### config.mk
export PLATFORM = sky130hd
export DESIGN_NAME = pipe_hazard_ctrl_flat
export DESIGN_NICKNAME = d
export VERILOG_FILES = /design/src/rtl/pipe_hazard_ctrl_if.sv /design/src/rtl/pipe_hazard_ctrl.sv /design/src/flat_wrapper.sv
export SDC_FILE = /design/constraint.sdc
export NUM_CORES = 1
export LEC_CHECK = 0
export CAP_MARGIN = 20
export CORE_MARGIN = 2
export CORE_UTILIZATION = 44
export CTS_BUF_LIST = sky130_fd_sc_hd__clkbuf_2
export CTS_CLUSTER_SIZE = 25
export DETAILED_ROUTE_END_ITERATION = 7
export MAX_ROUTING_LAYER = met4
export PLACE_DENSITY = 0.89
export SLEW_MARGIN = 25
export SYNTH_ARGS = -nofsm -noshare
export SYNTH_HDL_FRONTEND = slang
export SYNTH_SLANG_ARGS = --single-unit
### constraint.sdc
create_clock -name clk -period 2.9 [get_ports clk]
set_input_delay 0.58 -clock clk [delete_from_list [all_inputs] [get_ports clk]]
set_output_delay 0.58 -clock clk [all_outputs]
set_load 0.01 [all_outputs]
### src/rtl/pipe_hazard_ctrl_if.sv
// Hazard-control bus between request sources, pc_reg and the pipeline registers.
// slave = the controller, master = the request/consumer side.
interface pipe_hazard_ctrl_if #(
    parameter int STAGES = 4,
    parameter int SRC    = 2,
    parameter int XLEN   = 64,
    parameter int CNT_W  = 32
);
    logic                    jump_en_i;
    logic [XLEN-1:0]         jump_addr_i;
    logic [SRC*STAGES-1:0]   stall_req_i;
    logic [SRC*STAGES-1:0]   flush_req_i;
    logic                    jump_en_o;
    logic [XLEN-1:0]         jump_addr_o;
    logic [STAGES-1:0]       stall_en_o;
    logic [STAGES-1:0]       flush_en_o;
    logic                    pend_o;
    logic [CNT_W-1:0]        perf_stall_o;
    logic [CNT_W-1:0]        perf_flush_o;
    logic [CNT_W-1:0]        perf_redir_o;

    modport slave (
        input  jump_en_i, jump_addr_i, stall_req_i, flush_req_i,
        output jump_en_o, jump_addr_o, stall_en_o, flush_en_o, pend_o,
               perf_stall_o, perf_flush_o, perf_redir_o
    );

    modport master (
        output jump_en_i, jump_addr_i, stall_req_i, flush_req_i,
        input  jump_en_o, jump_addr_o, stall_en_o, flush_en_o, pend_o,
               perf_stall_o, perf_flush_o, perf_redir_o
    );
endinterface

### src/rtl/pipe_hazard_ctrl.sv
// Pipeline hazard controller: merges stall/flush masks and holds redirects while pc is stalled.
// Optional saturating perf counters are built when PIPE_HAZARD_CTRL_PERF_EN is defined.
module pipe_hazard_ctrl #(
    parameter int STAGES = 4,
    parameter int SRC    = 2,
    parameter int XLEN   = 64,
    parameter int JFLUSH = 2,
    parameter int JSTAGE = 2,
    parameter int CNT_W  = 32
) (
    input  logic                clk,
    input  logic                rst,
    pipe_hazard_ctrl_if.slave   bus
);

    typedef enum logic {RUN = 1'b0, PEND = 1'b1} state_t;

    localparam logic [STAGES-1:0] ONE     = 1;
    // Bits 1..JFLUSH; the shift wraps to zero when JFLUSH = STAGES-1, which still yields the right mask.
    localparam logic [STAGES-1:0] JF_MASK = (ONE << (JFLUSH + 1)) - ONE - ONE;

    state_t            state, state_nxt;
    logic [XLEN-1:0]   pend_addr;
    logic              latch_addr;
    logic              redir;
    logic [XLEN-1:0]   addr_sel;
    logic [STAGES-1:0] sraw, fraw;
    logic [STAGES-1:0] stall_c, flush_c, jf;

    always_comb begin
        sraw = '0;
        fraw = '0;
        for (int s = 0; s < SRC; s++) begin
            sraw = sraw | bus.stall_req_i[s*STAGES +: STAGES];
            fraw = fraw | bus.flush_req_i[s*STAGES +: STAGES];
        end
    end

    // An older stalled register freezes every younger one.
    always_comb begin
        logic acc;
        acc     = 1'b0;
        stall_c = '0;
        for (int k = STAGES - 1; k >= 0; k--) begin
            acc        = acc | sraw[k];
            stall_c[k] = acc;
        end
    end

    always_comb begin
        state_nxt  = state;
        redir      = 1'b0;
        latch_addr = 1'b0;
        addr_sel   = bus.jump_addr_i;
        case (state)
            RUN: begin
                if (bus.jump_en_i) begin
                    if (!stall_c[0]) begin
                        redir = 1'b1;
                    end else begin
                        latch_addr = 1'b1;
                        state_nxt  = PEND;
                    end
                end
            end
            PEND: begin
                addr_sel = pend_addr;
                // Killing the jumper outranks releasing its redirect.
                if (fraw[JSTAGE] && !stall_c[JSTAGE]) begin
                    state_nxt = RUN;
                end else if (!stall_c[0]) begin
                    redir     = 1'b1;
                    state_nxt = RUN;
                end
            end
            default: state_nxt = RUN;
        endcase
    end

    assign jf      = redir ? JF_MASK : '0;
    assign flush_c = (fraw | jf) & ~stall_c;

    always_ff @(posedge clk or negedge rst) begin
        if (!rst) begin
            state     <= RUN;
            pend_addr <= '0;
        end else begin
            state <= state_nxt;
            if (latch_addr) pend_addr <= bus.jump_addr_i;
        end
    end

    assign bus.jump_en_o   = rst & redir;
    assign bus.jump_addr_o = rst ? addr_sel : '0;
    assign bus.stall_en_o  = rst ? stall_c  : '0;
    assign bus.flush_en_o  = rst ? flush_c  : '0;
    assign bus.pend_o      = rst & (state == PEND);

`ifdef PIPE_HAZARD_CTRL_PERF_EN
    logic [CNT_W-1:0] perf_stall, perf_flush, perf_redir;

    function automatic logic [CNT_W-1:0] sat_inc(input logic [CNT_W-1:0] v);
        return (&v) ? v : v + 1'b1;
    endfunction

    always_ff @(posedge clk or negedge rst) begin
        if (!rst) begin
            perf_stall <= '0;
            perf_flush <= '0;
            perf_redir <= '0;
        end else begin
            if (stall_c[0]) perf_stall <= sat_inc(perf_stall);
            if (|flush_c)   perf_flush <= sat_inc(perf_flush);
            if (redir)      perf_redir <= sat_inc(perf_redir);
        end
    end

    assign bus.perf_stall_o = perf_stall;
    assign bus.perf_flush_o = perf_flush;
    assign bus.perf_redir_o = perf_redir;
`else
    assign bus.perf_stall_o = '0;
    assign bus.perf_flush_o = '0;
    assign bus.perf_redir_o = '0;
`endif

endmodule

### src/flat_wrapper.sv
// flat-port wrapper written by rule: the top's interface ports become plain ports
module pipe_hazard_ctrl_flat 
#(
    parameter int STAGES = 4,
    parameter int SRC    = 2,
    parameter int XLEN   = 64,
    parameter int JFLUSH = 2,
    parameter int JSTAGE = 2,
    parameter int CNT_W  = 32
)
  (clk, rst, bus_jump_en_i, bus_jump_addr_i, bus_stall_req_i, bus_flush_req_i, bus_jump_en_o, bus_jump_addr_o, bus_stall_en_o, bus_flush_en_o, bus_pend_o, bus_perf_stall_o, bus_perf_flush_o, bus_perf_redir_o);
  pipe_hazard_ctrl_if #(.STAGES(STAGES), .SRC(SRC), .XLEN(XLEN), .CNT_W(CNT_W)) bus_i ();
  input  logic clk;
  input  logic rst;
  input wire logic [$bits(bus_i.jump_en_i)-1:0] bus_jump_en_i;
  input wire logic [$bits(bus_i.jump_addr_i)-1:0] bus_jump_addr_i;
  input wire logic [$bits(bus_i.stall_req_i)-1:0] bus_stall_req_i;
  input wire logic [$bits(bus_i.flush_req_i)-1:0] bus_flush_req_i;
  output wire logic [$bits(bus_i.jump_en_o)-1:0] bus_jump_en_o;
  output wire logic [$bits(bus_i.jump_addr_o)-1:0] bus_jump_addr_o;
  output wire logic [$bits(bus_i.stall_en_o)-1:0] bus_stall_en_o;
  output wire logic [$bits(bus_i.flush_en_o)-1:0] bus_flush_en_o;
  output wire logic [$bits(bus_i.pend_o)-1:0] bus_pend_o;
  output wire logic [$bits(bus_i.perf_stall_o)-1:0] bus_perf_stall_o;
  output wire logic [$bits(bus_i.perf_flush_o)-1:0] bus_perf_flush_o;
  output wire logic [$bits(bus_i.perf_redir_o)-1:0] bus_perf_redir_o;
  assign bus_i.jump_en_i = bus_jump_en_i;
  assign bus_i.jump_addr_i = bus_jump_addr_i;
  assign bus_i.stall_req_i = bus_stall_req_i;
  assign bus_i.flush_req_i = bus_flush_req_i;
  assign bus_jump_en_o = bus_i.jump_en_o;
  assign bus_jump_addr_o = bus_i.jump_addr_o;
  assign bus_stall_en_o = bus_i.stall_en_o;
  assign bus_flush_en_o = bus_i.flush_en_o;
  assign bus_pend_o = bus_i.pend_o;
  assign bus_perf_stall_o = bus_i.perf_stall_o;
  assign bus_perf_flush_o = bus_i.perf_flush_o;
  assign bus_perf_redir_o = bus_i.perf_redir_o;
  pipe_hazard_ctrl #(.STAGES(STAGES), .SRC(SRC), .XLEN(XLEN), .JFLUSH(JFLUSH), .JSTAGE(JSTAGE), .CNT_W(CNT_W)) u_core (.clk(clk), .rst(rst), .bus(bus_i));
endmodule
==> results.yml, run 1 <==
clock_tree:
  clock-sinks: 65
  cts_buffers: 9
  cts_root_buffer: "clkbuf_2"
  cts_tree: "built"
  insertion_delay_ps: 490
  clk_pin_slew_ps: 170
  ctsLongestPathBuffers: 2
  cts-htree-levels: 3
  cts_hold_buf: 0
logic_synthesis:
  yosys.area_share.simple: 0.116
  async_flop_share: 1.00
  muxShareOfSynthArea: 0.339
  synth_adder_area_share: 0
  seq_area_frac_synth: 0.348
  synth_common_cells: "96 x buf_4, 66 x nor2b_1, 65 x dfrtp_1, 64 x mux2i_1, 60 x mux2_4"
  post-synth-top-count-cell: "buf_4"
  synth_xor_area_frac: 0
  synth_compound_area_frac: 0.0131
  synth_top_flop_cell: "dfrtp_1"
  yosysTopAreaCell: "dfrtp_1"
  synth_top_cells_by_area: "dfrtp_1 35%, mux2_4 19%, buf_4 15%"
  ys_types: 30
  synth-edff-count: 0
  syn_inst: 401
  yosys_warnings: 0
  synth_top_family_by_area: "multiplexers"
  ys_ff_latch: 65
  avgSynthCellArea_sq_um: 11.7
  syn_area_sq_um: 4680
  synth_top_cell_area_share: 0.348
timing:
  slew_headroom: 0.604
  hold_violations: 0
  worst_slew_pin_slew_ps: 592
  finalCritPeriodShare: 0.968
  timing.fmax_ghz: 0.356
  setup-violations-final: 0
  slew_violations: 0
  hold_ws_ps: 85.0
  period_needed_ps: 2810
  grt_setup_unrepaired: "false"
  timing.final.ws_setup_ps: 91.9
  fin_worst_skew_ps: 22.5
hold_path:
  min-delay-path-class: "input pin to asynchronous set/reset pin"
routing:
  dr_total_vias: 3194
  drt-total-wl_um: 10700
  vias_per_cell: 4.49
  wl_per_cell_um: 15.0
  firstDrtPassIters: 4
  first_iter_violations: 126
  drc_errors: 0
  antenna_left: 0
finish:
  antenna_cells: 0
  synthToLayoutAreaGrowth_pct: 36.3
  drive_gt1_frac: 0.200
  nNetsFinal: 655
floorplanning:
  start_util: 0.453
  die_x_um: 107
  rows: 37
  dieArea_sq_um: 11500
  io_pins: 253
  fp.coreArea_sq_um: 10300
  die_h_um: 107
place:
  hpwl_um: 7430
  gp_congestion: 0.847
  numPortBuffers: 156
  pre_cts_ws_ps: -151
setup_path:
  crit_buf_inv: 3
  cp_top_family: "buffers and inverters"
  critPathMaxFanout: 5
  crit_arrival_ps: 2230
  crit_required_ps: 2320
  cp.depth: 5
  worst-setup-path-type: "input pin to primary output"
  start_kind: "input pin"
  end_kind: "primary output"
  cp_common_cell: "clkdlybuf4s50_1"
  crit_chain: "clkdlybuf4s50_1 -> nor4_4 -> buf_4 -> and2b_2 -> clkdlybuf4s50_1"
  reg2reg_depth: 5
  max_stage_delay_ps: 470
  worst_path_max_delay_cell: "clkdlybuf4s50_1"
power_and_ir_drop:
  p_leak_uw: 0.00349
  ir_worst_vdd_uv: 365
  power.density_nw_per_um2: 539
global_route:
  grt_overflow_total: 0
  antenna_found_initial: 0
  grt_pass1_vias: 3238
  grt_pass1_wl_um: 16000
  grtUsageTotal: 0.180
  grt_max_degree: 71
run_status:
  status: "finished clean"
job:
  maxCapViolCount: 0
layer usage:
metal,global-route usage,wire (um),vias to the layer above
met5,-,0,-
met4,0.0538,149,0
met3,0.0340,543,16
met2,0.311,5570,138
met1,0.212,4390,1538
li1,-,-,1502
state kept, by name, summed over array words and instances, names as in the netlist:
| name | flops |
|---|---|
| u_core.pend_addr | 64 |
| u_core.state | 1 |
final cells by class:
class                   count  area [sq um]
repair buffers            183          1910
clock buffers              11          55.1
flip-flops and latches     65          1630
clock inverters             4          45.0
multi-input cells         313          2560
fillers                   837          3950
well taps                 136           170
logic make-up after synthesis:
kind of cell    count (synthesis)
compound gates                  7
buf+inv                       118
flops                          65
mux                           128
other cells                     1
simple gates                   82
per-stage QoR:
stage | total power [uW] | instances | TNS, ps | utilization | area (sq um)
final | 3430 | 712 | 0 | 0.617 | 6370
after detailed placement | 2930 | 690 | -319 | 0.593 | 6120
after floorplan | 2370 | 496 | 0 | - | 5030
after global placement | 2870 | 690 | -189 | 0.593 | 6120
after CTS | 3480 | 708 | -29.4 | 0.605 | 6250
after global routing | 3650 | 712 | 0 | 0.617 | 6370
cell usage in the layout (no fill, tap or decap), drive strengths merged, types with 3 or more instances in the layout:
cell / count
conb: 96
mux2: 64
buf: 27
dlygate4sd2: 3
clkdlybuf4s50: 129
mux2i: 64
clkbuf: 12
dfrtp: 65
nor2b: 66
clkinv: 3
dlymetal6s2s: 23
worst register-to-register path: stages, from the launching register on:
cell and delay [ps]:
dfrtp_4 530, buf_4 180, nand2b_1 200, a21oi_4 500
buf_12 270, mux2_4 320
worst paths after layout:
| kind | start | endpoint | slack, ps |
|---|---|---|---|
| worst max-delay path | bus_stall_req_i[3] | bus_stall_en_o[2] | 90 |
| worst min-delay path | rst | u_core.pend_addr[56] | 80 |
| worst max register to register | u_core.state | u_core.pend_addr[19] | 810 |
| worst min register to register | u_core.pend_addr[35] | u_core.pend_addr[35] | 530 |
| max in group asynchronous | rst | u_core.pend_addr[21] | 2300 |
| min in group clk | u_core.pend_addr[35] | u_core.pend_addr[35] | 530 |
timing repair:
| action | CTS | global route |
|---|---|---|
| setup buffers | 3 | 2 |
| gates cloned | 0 | 2 |
| gates resized for setup | 5 | 25 |
| pin swaps | 1 | 3 |
| setup endpoints to repair | 14 | 61 |
power by group:
part	leakage, uW	total (uW)	internal, uW	switching, uW
sequential	0.000767	1390	1210	182
clock	0.0000716	521	198	323
combinational	0.00265	1520	967	552
total	0.00349	3430	2380	1060
(Power assumes the default switching activity.)
==> run 2, diff against run 1 <==
--- a/config.mk
+++ b/config.mk
@@ -13,7 +13,8 @@
 export DETAILED_ROUTE_END_ITERATION = 7
 export MAX_ROUTING_LAYER = met4
 export PLACE_DENSITY = 0.89
-export SLEW_MARGIN = 25
+export SKIP_CTS_REPAIR_TIMING = 1
+export SLEW_MARGIN = 20
 export SYNTH_ARGS = -nofsm -noshare
 export SYNTH_HDL_FRONTEND = slang
 export SYNTH_SLANG_ARGS = --single-unit
==> run 2 against run 1 <==
  * Power rose by 0.29%
  * Clock power fell by 0.8%
  * Global-route usage fell by 0.080 points
  * Highest routed layer unchanged
  * Final cell count fell by 0.14%
  * Final area fell by 0.79%
  * Combinational power barely moved
  * Register-to-register slack got worse by 20 ps
  * Clock-buffer cell count did not move
  * Wire length fell by 2.8%
  * Flip-flop and latch count did not move
  * Clock skew rose by 7.2 ps
==> results.yml, run 2 (synthesis gave the netlist of run 1 again) <==
floorplanning:
  io_pins: 253
  rows: 37
  die_x_um: 107
  fp.coreArea_sq_um: 10300
  start_util: 0.453
  die_h_um: 107
  dieArea_sq_um: 11500
power_and_ir_drop:
  seqPwrFrac: 0.405
  power.density_nw_per_um2: 545
  p_sw_frac: 0.306
  switching_power_uw: 1050
  p_comb_frac: 0.444
  p_clk_frac: 0.150
  p_int_uw: 2390
  ir_worst_vdd_uv: 367
  p_leak_uw: 0.00321
  finalPower_uw: 3440
setup_path:
  reg2reg_depth: 5
  worst_path_max_delay_cell: "clkdlybuf4s50_1"
  reg2reg_from: "u_core.state"
  end_kind: "primary output"
  rrSetupSlack_ps: 790
  critPathMaxFanout: 5
  critPathLaunch: "bus_stall_req_i[2]"
  start_kind: "input pin"
  cp.depth: 5
  crit_required_ps: 2320
  cp_top_family: "buffers and inverters"
  crit_arrival_ps: 2290
  crit_end: "bus_stall_en_o[2]"
  cp_common_cell: "clkdlybuf4s50_1"
  max_stage_delay_ps: 480
  crit_chain: "clkdlybuf4s50_1 -> nor4_4 -> buf_4 -> and2b_2 -> clkdlybuf4s50_1"
  crit_buf_inv: 3
  worst-setup-path-type: "input pin to primary output"
  timing.rr.end: "u_core.pend_addr[19]"
global_route:
  grt_pass1_wl_um: 15900
  grt_max_degree: 71
  grtUsageTotal: 0.179
  grt_overflow_total: 0
  grt_pass1_vias: 3222
  antenna_found_initial: 0
timing:
  timing.fmax_ghz: 0.348
  slew_headroom: 0.605
  hold_ws_ps: 101
  setup-violations-final: 0
  worst_slew_pin_slew_ps: 591
  period_needed_ps: 2870
  hold_violations: 0
  finalCritPeriodShare: 0.990
  setup_tns_ps: 0
  slew_violations: 0
  fin_worst_skew_ps: 29.8
clock_tree:
  cts_tree: "built"
  cts_buffers: 9
  clock-sinks: 65
  cts_root_buffer: "clkbuf_2"
  cts-htree-levels: 3
  insertion_delay_ps: 480
  ctsLongestPathBuffers: 2
  clk_pin_slew_ps: 170
job:
  maxCapViolCount: 0
finish:
  layout_common_cells: "151 x clkdlybuf4s50_1, 96 x conb_1, 66 x nor2b_1, 64 x mux2i_1, 64 x dfrtp_1"
  multi_input_area_sq_um: 2570
  nNetsFinal: 654
  largest_register: "u_core.pend_addr"
  antenna_cells: 0
  mostFrequentLayoutCell: "clkdlybuf4s50_1"
  reg_top3: "u_core.pend_addr x64, u_core.state x1"
  post-route-util: 0.612
  regArea_sq_um: 1630
  drive_gt1_frac: 0.200
  num-fill-cells: 847
  synthToLayoutAreaGrowth_pct: 35.2
  largest_reg_flops: 64
routing:
  wl_per_cell_um: 14.6
  firstDrtPassIters: 4
  antenna_left: 0
  first_iter_violations: 113
  drc_errors: 0
  dr_total_vias: 3186
  drt-total-wl_um: 10400
  vias_per_cell: 4.48
run_status:
  status: "finished clean"
place:
  numPortBuffers: 156
  hpwl_um: 7430
  gp_congestion: 0.847
hold_path:
  min-delay-path-class: "input pin to asynchronous set/reset pin"
-- run 2: cell count changes in the layout (fill, tap and decap cells not counted) --
cell,previous run,this run
a211oi_2,0,1
a211oi_1,1,0
dlymetal6s2s_1,23,4
clkdlybuf4s50_1,129,151
buf_6,1,0
dlygate4sd2_1,3,0
-- run 2: how the worst min path moves through the flow --
stage | to | slack, ps | depth (start not counted)
6_report | u_core.pend_addr[54] | 100 | 2
5_1_grt | u_core.pend_addr[54] | 40 | 2
4_1_cts | u_core.pend_addr[54] | 40 | 2
3_5_place_dp | u_core.pend_addr[0] | 490 | 1
3_3_place_gp | u_core.pend_addr[39] | 490 | 1
2_1_floorplan | u_core.pend_addr[0] | 280 | 0
-- run 2: through the flow --
step / area, sq um / instances / worst slack (ps)
after global routing: 6320 / 711 / -10.8
after detailed placement: 6120 / 690 / -151
after floorplan: 5030 / 496 / 822
after CTS: 6220 / 705 / -165
after global placement: 6120 / 690 / -104
final: 6320 / 711 / 28.9
-- run 2: power by group through the flow --
| stage | Combinational [uW] | Clock, uW | Sequential [uW] |
|---|---|---|---|
| global placement | 1480 | 0 | 1390 |
| detailed placement | 1530 | 0 | 1400 |
| finish | 1530 | 517 | 1400 |
| global route | 1650 | 578 | 1430 |
| floorplan | 1020 | 0 | 1350 |
| CTS | 1530 | 546 | 1390 |
-- run 2: final cells by class --
| type | count | area share |
|---|---|---|
| repair buffers | 182 | 0.293 |
| clock inverters | 4 | 0.00713 |
| flip-flops and latches | 65 | 0.258 |
| well taps | 136 | 0.0269 |
| multi-input cells | 313 | 0.406 |
| clock buffers | 11 | 0.00871 |
-- run 2: routing by layer --
metal,up-vias,GRT usage,part of all wire
li1,1498,-,-
met1,1542,0.212,0.41
met2,133,0.309,0.53
met3,13,0.0340,0.050
met4,0,0.0547,0.014
met5,-,-,0
